==> config.mk <==
export PLATFORM = sky130hd
export DESIGN_NAME = ltc2308_emulator
export DESIGN_NICKNAME = d
export VERILOG_FILES = /design/src/rtl/ltc2308_emulator.sv
export SDC_FILE = /design/constraint.sdc
export NUM_CORES = 1
export LEC_CHECK = 0
export ABC_AREA = 0
export ABC_CLOCK_PERIOD_IN_PS = 7800
export BUFFER_PORTS_ARGS = -buffer_cell sky130_fd_sc_hd__buf_4
export CORE_MARGIN = 2
export CORE_UTILIZATION = 57
export DETAILED_ROUTE_END_ITERATION = 10
export HOLD_SLACK_MARGIN = 0.03
export PLACE_DENSITY = 0.77
export SLEW_MARGIN = 20
export SYNTH_ARGS = -nofsm -noshare
export SYNTH_HDL_FRONTEND = slang
export SYNTH_SLANG_ARGS = --single-unit
export TNS_END_PERCENT = 50
==> constraint.sdc <==
create_clock -name clk_clk -period 7.8 [get_ports clk_clk]
set_input_delay 0.39 -clock clk_clk [delete_from_list [all_inputs] [get_ports clk_clk]]
set_output_delay 0.39 -clock clk_clk [all_outputs]
set_load 0.1 [all_outputs]
==> src/rtl/ltc2308_emulator.sv <==
// LTC2308 stand-in: answers a controller's CONVST/SCK/SDI with 12-bit codes
// derived from eight parallel channel values, all in the clk_clk domain.
module ltc2308_emulator #(
  parameter int          CONV_CYCLES = 80,
  parameter int          SYNC_STAGES = 2,
  parameter logic [5:0]  CFG_DEFAULT = 6'b100010
) (
  input  logic        clk_clk,
  input  logic        reset_reset_n,
  input  logic        convst,
  input  logic        sck,
  input  logic        sdi,
  output logic        sdo,
  output logic        sdo_oe,
  input  logic [95:0] ch_data,
  output logic        busy,
  output logic [5:0]  cfg_word,
  output logic [15:0] conv_count,
  output logic [1:0]  state_dbg
);

  // Handshake: none. Master lines are free-running asynchronous inputs; a
  // conversion starts on a synchronized CONVST rise outside CONV, and sdo is
  // meaningful only while sdo_oe is high.

  typedef enum logic [1:0] {IDLE = 2'd0, CONV = 2'd1, DATA = 2'd2} state_t;

  localparam int CW = $clog2(CONV_CYCLES + 1);

  state_t                 state;
  logic [SYNC_STAGES-1:0] convst_ff, sck_ff, sdi_ff;
  logic                   convst_d, sck_d;
  logic                   convst_s, sck_s, sdi_s;
  logic                   convst_rise, sck_rise, sck_fall;
  logic [CW-1:0]          cnt;
  logic [11:0]            out_sr;
  logic [5:0]             in_sr;
  logic [2:0]             cfg_bits;
  logic [11:0]            snap [8];

  logic [2:0]         pos_idx, neg_idx;
  logic [11:0]        v_pos, v_neg, result;
  logic signed [12:0] diff, half;

  always_ff @(posedge clk_clk or negedge reset_reset_n) begin
    if (!reset_reset_n) begin
      convst_ff <= '0;
      sck_ff    <= '0;
      sdi_ff    <= '0;
      convst_d  <= 1'b0;
      sck_d     <= 1'b0;
    end else begin
      convst_ff <= {convst_ff[SYNC_STAGES-2:0], convst};
      sck_ff    <= {sck_ff[SYNC_STAGES-2:0], sck};
      sdi_ff    <= {sdi_ff[SYNC_STAGES-2:0], sdi};
      convst_d  <= convst_s;
      sck_d     <= sck_s;
    end
  end

  assign convst_s    = convst_ff[SYNC_STAGES-1];
  assign sck_s       = sck_ff[SYNC_STAGES-1];
  assign sdi_s       = sdi_ff[SYNC_STAGES-1];
  assign convst_rise = convst_s & ~convst_d;
  assign sck_rise    = sck_s & ~sck_d;
  assign sck_fall    = ~sck_s & sck_d;

  // cfg_word = {S/D, O/S, S1, S0, UNI, SLP}; {S1,S0,O/S} is both the
  // single-ended channel and the positive input of the differential pair.
  always_comb begin
    pos_idx = {cfg_word[3], cfg_word[2], cfg_word[4]};
    neg_idx = {cfg_word[3], cfg_word[2], ~cfg_word[4]};
    v_pos   = snap[pos_idx];
    v_neg   = snap[neg_idx];
    diff    = $signed({1'b0, v_pos}) - $signed({1'b0, v_neg});
    half    = diff >>> 1;
    result  = '0;
    if (cfg_word[5]) begin
      result = cfg_word[1] ? v_pos : (v_pos ^ 12'h800);
    end else if (cfg_word[1]) begin
      result = diff[12] ? 12'h000 : diff[11:0];
    end else begin
      // |diff| <= 4095, so the halved value always fits in 12 bits signed.
      result = half[11:0];
    end
  end

  always_ff @(posedge clk_clk or negedge reset_reset_n) begin
    if (!reset_reset_n) begin
      state      <= IDLE;
      busy       <= 1'b0;
      sdo_oe     <= 1'b0;
      cfg_word   <= CFG_DEFAULT;
      conv_count <= '0;
      cnt        <= '0;
      out_sr     <= '0;
      in_sr      <= '0;
      cfg_bits   <= '0;
      for (int i = 0; i < 8; i++) snap[i] <= '0;
    end else if (convst_rise && state != CONV) begin
      state    <= CONV;
      busy     <= 1'b1;
      sdo_oe   <= 1'b0;
      cnt      <= '0;
      out_sr   <= '0;
      cfg_bits <= '0;
      if (cfg_bits == 3'd6) cfg_word <= in_sr;
      for (int i = 0; i < 8; i++) snap[i] <= ch_data[12*i +: 12];
    end else begin
      case (state)
        CONV: begin
          cnt <= cnt + 1'b1;
          if (cnt == CW'(CONV_CYCLES - 1)) begin
            out_sr     <= result;
            conv_count <= conv_count + 1'b1;
            busy       <= 1'b0;
            sdo_oe     <= ~convst_s;
            state      <= DATA;
          end
        end
        DATA: begin
          sdo_oe <= ~convst_s;
          if (sck_fall) out_sr <= {out_sr[10:0], 1'b0};
          // Only the first six SDI bits after a conversion form the next config.
          if (sck_rise && cfg_bits != 3'd6) begin
            in_sr    <= {in_sr[4:0], sdi_s};
            cfg_bits <= cfg_bits + 1'b1;
          end
        end
        default: ;
      endcase
    end
  end

  assign sdo       = out_sr[11];
  assign state_dbg = state;

endmodule
* Word level (Yosys, flattened, before mapping)
Index checks and enable logic that the tools add are counted.
** Storage, ports and cells
- Input port bits :: 101
- Word-level logic and storage cells :: 90
- Latch bits :: 0
- RAM bits :: 0
- Output and inout port bits :: 27
- Memories :: 0
- Memory bits (read-only) :: 0
- Register bits :: 158
** Cells by class
- Shift operators :: 0
- Multiplexer cells :: 28
- Add/subtract/negate cells :: 4
- Div/mod/pow operators :: 0
- $mul :: 0
- Bitwise gates (word level) :: 12
- Order comparisons :: 2
- Eq/ne operators :: 8
- Reductions and logical operators :: 14
** Operators with widths (count)
- $mux W12 :: 11
- $bmux W12 S3 :: 2
- $pmux W12 S2 :: 1
- $add A16 B1 Y16 const B :: 1
- $mux W7 :: 2
- $sub A12 B12 Y13 :: 1
- $mux W3 :: 3
- $ne A3 B3 Y1 const B :: 3
- $reduce_and A3 Y1 :: 3
- $ge A4 B4 Y1 const B :: 2
- $not A3 Y4 :: 2
- $reduce_and A2 Y1 :: 4
- $reduce_bool A2 Y1 :: 4
- $add A7 B1 Y7 const B :: 1
- $eq A7 B7 Y1 const B :: 1
- $not A1 Y1 :: 7
- $mux W2 :: 3
- $mux W1 :: 5
- $add A3 B1 Y3 const B :: 1
- $and A1 B1 Y1 :: 3
- $eq A3 B3 Y1 const B :: 1
- $reduce_bool A3 Y1 :: 1
- $eq A2 B1 Y1 const B :: 1
- $eq A2 B2 Y1 const B :: 1
- 3 further kinds :: 4

* Depth between registers and ports, before layout
- Depth in word-level cells :: 12
- Mapped depth :: 13

* Worst setup path before layout
No wires, ideal clock.
- Path kind :: reg2reg
- Start point :: reg cfg_word[4]
- End point :: reg out_sr[5]
- Period minus slack after synthesis :: 4203 ps
- Path buffers :: 3
- Library setup time :: 126 ps
- Cell stages (with the launch flop) :: 12
- Arrival :: 4077 ps
- Slack :: 3597 ps
- Cells stage by stage :: dfrtp_1 -> buf_2 -> buf_1 -> clkbuf_1 -> mux2i_1 -> fa_1 -> a211oi_2 -> o211ai_2 -> a32oi_4 -> inv_1 -> a221o_1 -> a221o_1
** On the way
- Longest elaborated chain between the ends :: 12
- Elaborated cells on any way between the ends :: 17
- Classes of those cells :: add/sub: 1; mux: 13; bitwise: 3
** RTL lines
- start: declaration :: line 17 : output logic [5:0] cfg_word,
- start signal: assignment :: line 107 : if (cfg_bits == 3'd6) cfg_word <= in_sr;
- $not A1 Y1 :: line 72 : neg_idx = {cfg_word[3], cfg_word[2], ~cfg_word[4]};
- $not A3 Y4 (implied by the code) :: line 74 : v_neg = snap[neg_idx];
- $bmux W12 S3 :: line 74
- $mux W12 (implied by the code) (2 in series) :: line 74
- $sub A12 B12 Y13 :: line 75 : diff = $signed({1'b0, v_pos}) - $signed({1'b0, v_neg});
- $mux W12 :: line 81 : result = diff[12] ? 12'h000 : diff[11:0];
- $mux W12 :: line 80 : end else if (cfg_word[1]) begin
- $mux W12 * :: line 78 : if (cfg_word[5]) begin
- $mux W12 * :: line 113 : if (cnt == CW'(CONV_CYCLES - 1)) begin
- $pmux W12 S2 * :: line 110 : case (state)
- $mux W12 * :: line 100 : end else if (convst_rise && state != CONV) begin
- end signal: assignment :: line 114 : out_sr <= result;
- end signal: assignment :: line 123 : if (sck_fall) out_sr <= {out_sr[10:0], 1'b0};
- end: declaration :: line 36 : logic [11:0] out_sr;
Mark *: on every way between the ends. The rest lies on a longest branch, timed or not. The select of a mux whose other input is x is not followed.
A chain may end at the register's enable or synchronous reset.

* Worst setup path after layout
- Start point :: reg cfg_word[2]
- End point :: reg out_sr[5]
** On the way
- Longest elaborated chain between the ends :: 11
- Elaborated cells on any way between the ends :: 16
- Classes of those cells :: add/sub: 1; mux: 13; bitwise: 2
** RTL lines (line)
- $not A3 Y4 (on tied branches) :: 73, 74
- $bmux W12 S3 (on tied branches) :: 73, 74
- $mux W12 (on tied branches) (2 in series) :: 73, 74
- $sub A12 B12 Y13 :: 75
- $mux W12 :: 81
- $mux W12 :: 80
- $mux W12 * :: 78
- $mux W12 * :: 113
- $pmux W12 S2 * :: 110
- $mux W12 * :: 100
Marks and branches as above.

==> metrics.yaml <==
power:
  peakVddDrop_uv: 213
  p_leak_nw: 4.69
  p_sw_mw: 0.960
  internal_power_mw: 1.87
  seqPwrFrac_pct: 40.1
  clkPwrFrac_pct: 29.3
  p_comb_share_pct: 30.6
  power_density_nw_per_um2: 296
  switching_share_pct: 33.9
timing:
  setup_viol: 0
  final.min_clock_period_ns: 4.21
  fin_tns_setup_ns: 0
  tightest_slew_ns: 1.00
  hold_violations: 0
  finalClockSkew_ns: 0.0105
  maxSlewHeadroom_pct: 33.1
  min_period_over_period_pct: 54.0
  grt_setup_unrepaired: "no"
  max_freq_mhz: 238
  slew_violations: 0
routing:
  dr_total_vias: 6245
  drc_errors: 0
  vias_per_cell: 5.59
  detail-route-antenna-nets: 0
  dr.first_iter.drc_count: 463
  firstDrtPassIters: 5
  wl_um: 19300
  wl_per_cell_um: 17.3
yosys:
  synth.cell_area_um2: 7940
  synth_edf_count: 0
  yosysTopAreaCellShare_pct: 48.8
  netlist.top_cell.by_area: "dfrtp_1"
  synth_sequential_area_ratio_pct: 49.5
  ys_async_sr_fraction_pct: 100
  syn_inst: 816
  synth_seq_cells: 157
  synthTopCellsByArea: "dfrtp_1, nand2_1, mux4_2"
  synth_fp_nets: 934
  synth_most_common_cell: "nand2_1"
  synth_warnings: 0
  yosys-top-cells-count: "nand2_1, dfrtp_1, nor2_1"
  yosysUniqueCellTypes: 68
  syn_avg_cell_area_um2: 9.73
  synth-main-ff-cell: "dfrtp_1"
finish:
  syn_to_final_growth_pct: 20.6
  multi_input_area_um2: 3780
  fill_cells: 1059
  regArea_um2: 3930
  nets: 1043
  antenna_cells: 0
  postLayoutCellArea_um2: 9570
  drive_gt1_share_pct: 23.1
outcome:
  outcome: "finished clean"
clocking:
  post_cts_resized: 0
  clk_latency_ns: 0.43
  numCtsBuffers: 17
  h-tree-depth: 4
  clockBufferDepth: 2
  cts_tree: "yes"
  clk_pin_slew_ns: 0.06
  cts_sinks: 157
  clockRootBuffer: "clkbuf_16"
critical_path:
  critPathKind: "register to register"
  required_ns: 8.11
  worstSetupStartpointType: "register"
  crit_fanout: 28
  cp.arrival_ns: 4.52
  worst_r2r_path_depth: 11
  critPathCaptureType: "register"
placement:
  gp_congestion: 0.953
  io_buffers: 127
  hpwl_um: 13400
  placed_area_um2: 8960
grt:
  antenna_found_initial: 0
  grt_pass1_wl_um: 31600
  grt_max_degree: 105
  grt-ovfl-total: 0
  grt_usage_pct: 28.0
  grt_pass1_vias: 6283
flow_run:
  cap_violations: 0
die:
  row_count: 43
  io_pins: 128
  start_util_pct: 57.9
  dieArea_um2: 14900
  die_h_um: 122
  core_um2: 13700
  dieWidth_um: 122
min_path:
  worstHoldPathCells: 1
  hp-class: "input port to register"
## worst paths after layout
kind | start | to | slack, ns
max reg2reg | cfg_word[2] | out_sr[5] | 3.59
min reg2reg | sck_ff[0] | sck_ff[1] | 0.35
min | sdi | sdi_ff[0] | 0.07
max | cfg_word[2] | out_sr[5] | 3.59
min in group asynchronous | reset_reset_n | snap[59] | 0.55
max in group asynchronous | reset_reset_n | snap[12] | 5.82
## timing repair
item	in CTS	in global routing
setup buffers	0	0
hold buffers	1	0
endpoints found under the hold margin	7	0
## cells by family (layout without fill, tap and decap cells)
family	count (synthesis)	count (layout)	share of synthesized area, %
AOI/OAI and AO/OA	94	94	8.27
xor gates and xnor gates	22	22	2.43
adders and majority gates	18	18	2.90
buffers and inverters	53	175	3.09
DFF	157	157	49.5
muxes	60	60	12.4
and+or+nand+nor	412	412	21.4
## through the flow
step | total power, mW | worst slack (ns) | std cells | util, % | hold slack (ns)
global route | 3.00 | 3.33 | 1118 | 69.8 | 0.0546
global placement | 1.96 | 3.79 | 1085 | 65.3 | 0.333
detailed placement | 1.99 | 3.68 | 1085 | 65.3 | 0.336
finish | 2.83 | 3.59 | 1118 | 69.8 | 0.0673
CTS | 2.83 | 3.67 | 1118 | 69.7 | 0.0556
floorplan | 1.74 | 3.60 | 816 | - | 0.0944
## cell usage in the layout, fill, tap and decap left out, types with 8 or more instances in the layout
cell type  count
dfrtp_1      154
a21oi_1       21
mux4_1         8
nand3_1       12
nor2_1        31
xor2_1         9
xnor2_1       13
clkbuf_16     17
mux2i_1       12
mux4_2        18
ha_1          16
o21ai_0       27
nand2_1      321
mux2_2        21
inv_1         10
buf_4        131
## power groups by stage
| stage | combinational [mW] | sequential [mW] | clock, mW |
|---|---|---|---|
| finish | 0.868 | 1.14 | 0.829 |
| detailed placement | 0.845 | 1.15 | 0 |
| CTS | 0.856 | 1.14 | 0.836 |
| global placement | 0.824 | 1.14 | 0 |
| floorplan | 0.615 | 1.12 | 0 |
| global route | 0.961 | 1.16 | 0.878 |
## cell type report
type                    instances  area share [%]
clock buffers                  20            4.77
flip-flops and latches        157            41.1
well taps                     180            2.35
multi-input cells             606            39.5
inverters                      10           0.392
repair buffers                133            10.5
clock inverters                12            1.40
## critical path, stage by stage, from the launching register on
cell,delay (ns)
dfrtp_2,0.94
mux4_2,0.61
mux2i_1,0.25
ha_1,0.21
inv_1,0.05
fa_1,0.43
a211oi_2,0.32
o211ai_2,0.20
a32oi_4,0.32
inv_1,0.15
a221o_1,0.33
a221o_1,0.28
## per-layer routing
| layer | share of wire (%) | wire, µm | up-vias | global-route usage, % |
|---|---|---|---|---|
| met5 | 0 | 0 | - | 0 |
| met4 | 2.3 | 437 | 0 | 10.6 |
| met3 | 5.5 | 1070 | 32 | 5.34 |
| met2 | 48 | 9360 | 213 | 44.1 |
| met1 | 44 | 8470 | 3011 | 38.9 |
| li1 | - | - | 2989 | - |
## sequential cells by signal, indices dropped and copies added, names as in the netlist, 2 cells and up
name        count
state_dbg       2
conv_count     16
sdi_ff          2
convst_ff       2
sck_ff          2
in_sr           6
cfg_word        6
out_sr         12
snap           96
cfg_bits        3
cnt             7
(Power assumes the default switching activity.)
